## src/rtl/rr_grant_scheduler.sv

```systemverilog
// Round-robin grant scheduler for 16 requesters with a tenure watchdog.
// One idle bubble separates every handover so the resource mux can turn around.
module rr_grant_scheduler #(
  parameter int unsigned MAX_HOLD = 8,
  parameter int unsigned CNT_W    = 8
) (
  input  logic        CLK,
  input  logic        RST,
  input  logic [15:0] REQ,
  input  logic        RELEASE,
  output logic [15:0] GNT,
  output logic [3:0]  GNT_IDX,
  output logic        GNT_VALID,
  output logic        TIMEOUT
);

  localparam int unsigned N     = 16;
  localparam int unsigned IDX_W = 4;

  typedef enum logic {
    IDLE  = 1'b0,
    GRANT = 1'b1
  } state_t;

  state_t             state_q, state_d;
  logic [IDX_W-1:0]   ptr_q, ptr_d;
  logic [CNT_W-1:0]   cnt_q, cnt_d;
  logic [IDX_W-1:0]   idx_d;
  logic               valid_d;
  logic               timeout_d;
  logic [N-1:0]       gnt_d;
  logic [IDX_W-1:0]   win;

  // Circular priority search starting at ptr; descending loop lets the nearest bit win.
  always_comb begin
    win = ptr_q;
    for (int i = N - 1; i >= 0; i--) begin
      if (REQ[ptr_q + IDX_W'(i)]) begin
        win = ptr_q + IDX_W'(i);
      end
    end
  end

  always_comb begin
    state_d   = state_q;
    ptr_d     = ptr_q;
    cnt_d     = cnt_q;
    idx_d     = GNT_IDX;
    valid_d   = GNT_VALID;
    timeout_d = 1'b0;

    unique case (state_q)
      IDLE: begin
        if (|REQ) begin
          idx_d   = win;
          valid_d = 1'b1;
          cnt_d   = CNT_W'(1);
          state_d = GRANT;
        end
      end
      GRANT: begin
        // Release or withdrawal takes precedence over the watchdog.
        if (RELEASE || !REQ[GNT_IDX]) begin
          valid_d = 1'b0;
          ptr_d   = GNT_IDX + IDX_W'(1);
          state_d = IDLE;
        end else if (cnt_q == CNT_W'(MAX_HOLD)) begin
          valid_d   = 1'b0;
          timeout_d = 1'b1;
          ptr_d     = GNT_IDX + IDX_W'(1);
          state_d   = IDLE;
        end else begin
          cnt_d = cnt_q + CNT_W'(1);
        end
      end
      default: state_d = IDLE;
    endcase

    gnt_d = valid_d ? (N'(1) << idx_d) : '0;
  end

  always_ff @(posedge CLK) begin
    if (RST) begin
      state_q   <= IDLE;
      ptr_q     <= '0;
      cnt_q     <= '0;
      GNT_IDX   <= '0;
      GNT_VALID <= 1'b0;
      TIMEOUT   <= 1'b0;
      GNT       <= '0;
    end else begin
      state_q   <= state_d;
      ptr_q     <= ptr_d;
      cnt_q     <= cnt_d;
      GNT_IDX   <= idx_d;
      GNT_VALID <= valid_d;
      TIMEOUT   <= timeout_d;
      GNT       <= gnt_d;
    end
  end

endmodule
```

## config.mk

```make
export PLATFORM = sky130hd
export DESIGN_NAME = rr_grant_scheduler
export DESIGN_NICKNAME = d
export VERILOG_FILES = /design/src/rtl/rr_grant_scheduler.sv
export SDC_FILE = /design/constraint.sdc
export NUM_CORES = 1
export LEC_CHECK = 0
export ABC_AREA = 1
export CELL_PAD_IN_SITES_DETAIL_PLACEMENT = 0
export CELL_PAD_IN_SITES_GLOBAL_PLACEMENT = 1
export CORE_MARGIN = 3
export CORE_UTILIZATION = 41
export CTS_CLUSTER_SIZE = 16
export DETAILED_ROUTE_END_ITERATION = 10
export HOLD_SLACK_MARGIN = 0.02
export PLACE_DENSITY = 0.84
export SLEW_MARGIN = 10
export SYNTH_ARGS = -nofsm -noshare
export SYNTH_HDL_FRONTEND = slang
export SYNTH_SLANG_ARGS = --single-unit
```

## constraint.sdc

```tcl
create_clock -name CLK -period 6.5 [get_ports CLK]
set_clock_uncertainty 0.05 [all_clocks]
set_input_delay 0.65 -clock CLK [delete_from_list [all_inputs] [get_ports CLK]]
set_output_delay 0.65 -clock CLK [all_outputs]
set_load 0.02 [all_outputs]
```

==> flow_metrics.tcl <==
set metrics [dict create \
    status "completed" \
    cts_hold_buf 0 \
    pwr-share-seq_pct 15.5 \
    wire_per_inst_um 14.4 \
    leakage_uw 0.00185 \
    globalRouteOverflowTotal 0 \
    synth.ff_latch_count 35 \
    yosysMostFrequentCell "nand2_1" \
    grt_use_met1_pct 29.5 \
    rsz0062_at_grt "false" \
    n_antenna_cell 0 \
    fin_tns_setup_ps 0 \
    vias 3556 \
    min_path_type "reg2reg" \
    drc 0 \
    path_class "reg2reg" \
    syn-cell-area_um2 3210 \
    viasPerCell 5.17 \
    cts_setup_buffers 0 \
    multi_input_area_um2 2150 \
    cts_root_buf "clkbuf_8" \
    endpoint_kind "flop" \
    dr.pass1.iters 5 \
    power.share.switching_pct 57.5 \
    dp_hpwl_mm 7.80 \
    seqCellArea_um2 701 \
    hold_viol 0 \
    busiest_layer "met2" \
    required_ps 6670 \
    tightestPinTransition_ps 850 \
    cts_buffers 5 \
    switchingPower_uw 1210 \
    synth_largest_area_cell "dfxtp_1" \
    port_buffers 40 \
    finalMaxSlewViolations 0 \
    core_area_um2 7410 \
    cts.sink_count 35 \
    die_width_um 94.4 \
    grt_max_degree 26 \
    layout-drive-gt1-share_pct 6.79 \
    async_flop_share_pct 0 \
    power.share.clock_pct 9.3 \
    start_util_pct 43.3 \
    cap_viol_max_count 0 \
    max_freq_mhz 228 \
    insertion_delay_ps 290 \
    relSlewSlack_pct 43.3 \
    grt_util_met2_pct 38.9 \
    fin_crit_ps 4380 \
    gp_congestion 0.893 \
    netlist_instances 555 \
    clockBufferDepth 2 \
    nets 617 \
    internal_power_uw 893 \
    synth_nets 584 \
    area_growth_pct 16.9 \
    synth.distinct_cells 36 \
    ys_seq_area_share_pct 21.8 \
    postLayoutCoreUtil_pct 50.6 \
    ys_top_cells_by_count "nand2_1 (181), nand3_1 (82), inv_1 (62)" \
    path_max_fanout 25 \
    drt_iter0_drc 182 \
    htree_levels 2 \
    avgSynthCellArea_um2 5.78 \
    yosysWarnings 0 \
    die-area_um2 8920 \
    p_comb_share_pct 75.2 \
    grt.total_usage_pct 22.7 \
    clk_pin_slew_ps 70 \
    grt_use_met3_pct 1.99 \
    netlist.area_leader.share_pct 21.8 \
    worstPathArrival_ps 4560 \
    post_cts_resized 0 \
    fp.dieH_um 94.4 \
    grt_pass1_wl_mm 16.2 \
    peakVddDrop_uv 217 \
    synth_edf_count 0 \
    pin_count 41 \
    finalSetupViolations 0 \
    fill_cells 795 \
    ant_nets 0 \
    wirelength_mm 9.88 \
    synth.area.top_cells "dfxtp_1 (22%), nand2_1 (21%), nand3_1 (13%)" \
    synth-main-ff-cell "dfxtp_1" \
    grt_antenna_before_repair 0 \
    powerDensity_nw_per_um2 561 \
    start_kind "flop" \
    rows 31 \
    cts_tree "built" \
    grt_pass1_vias 3348 \
    period_share_pct 67.4 \
]
[layout make-up]
cell class | count | area share [%]
timing repair buffer | 40 | 10.7
tap | 99 | 3.31
sequential | 35 | 18.7
inverter | 68 | 6.88
clock buffer | 5 | 1.84
multi-input combinational | 438 | 57.4
clock inverter | 3 | 1.17
[registers in the layout (all words and copies together) (netlist names)]
name,cells
GNT,16
cnt_q,8
GNT_IDX,4
ptr_q,4
GNT_VALID,1
TIMEOUT,1
state_q,1
[worst max-delay path, stage by stage (launching register included)]
cell and delay (ps):
dfxtp_1 880, inv_2 360, ha_1 690, inv_1 320, nand3_1 210, nand3_1 90, nand2_1 150, nand2_1 100
nand2_2 120, a21oi_1 50, o21ai_1 90, nand2_1 60, nand2_1 70, nand2_1 50, nand2_1 50, nand2_1 50
nand2_1 50, nand2_1 60, nand2_1 60, nand2_1 50, nand2_1 50, nand2_1 50, nand2_1 70, nand2_2 70
a21boi_4 200, nand3_1 150, nor2_1 120
[layout by cell type (no fill, tap or decap), types with 3 or more instances in the layout]
cell	synthesis	final
nor3_1	4	4
clkbuf_8	0	5
nor4_1	5	5
clkdlybuf4s50_1	0	40
nor2_1	44	44
o21ai_0	27	27
nand3_2	4	4
dfxtp_1	35	35
a21oi_1	32	32
nand2_2	18	18
inv_2	3	3
o21bai_1	3	3
nand4_1	4	4
nand2_1	181	181
xor2_1	6	6
ha_1	10	10
nand3_1	82	82
inv_1	62	62
[power by group through the flow]
| stage | combinational (µW) | sequential [µW] | clock, µW |
|---|---|---|---|
| after floorplan | 1230 | 313 | 0 |
| after global placement | 1570 | 330 | 0 |
| after detailed placement | 1570 | 330 | 0 |
| after CTS | 1580 | 326 | 200 |
| after global routing | 1810 | 336 | 208 |
| final | 1580 | 326 | 196 |
[metrics by stage]
stage | setup slack [ps] | hold WS [ps] | instance area [µm²] | power (µW) | instances
after floorplan | 3560 | 377 | 3210 | 1540 | 555
after global placement | 2210 | 392 | 3630 | 1900 | 680
after detailed placement | 2150 | 397 | 3630 | 1900 | 680
after global routing | 1570 | 444 | 3750 | 2350 | 688
after CTS | 2140 | 412 | 3750 | 2110 | 688
final | 2120 | 410 | 3750 | 2100 | 688
[cells by family (layout without fill, tap and decap cells)]
logic type,Yosys count,in the layout,share of synthesized area (%)
flops,35,35,21.8
compound gates,74,74,13.3
simple gates,346,346,47.3
xor+xnor,8,8,2.65
buf+inv,82,116,11.0
fa+ha+maj,10,10,3.90
[per-layer routing]
metal	part of all wire (%)	vias up
li1	-	1860
met1	46	1608
met2	49	70
met3	3.2	18
met4	2.6	0
met5	0	-
[path summary, 6_finish.rpt]
path | from | end | slack, ps | cells after the start
min reg2reg | cnt_q[7] | cnt_q[7] | 410 | 1
max | ptr_q[0] | GNT[2] | 2120 | 26
max reg2reg | ptr_q[0] | GNT[2] | 2120 | 26
min | cnt_q[7] | cnt_q[7] | 410 | 1
(Power assumes the default switching activity.)
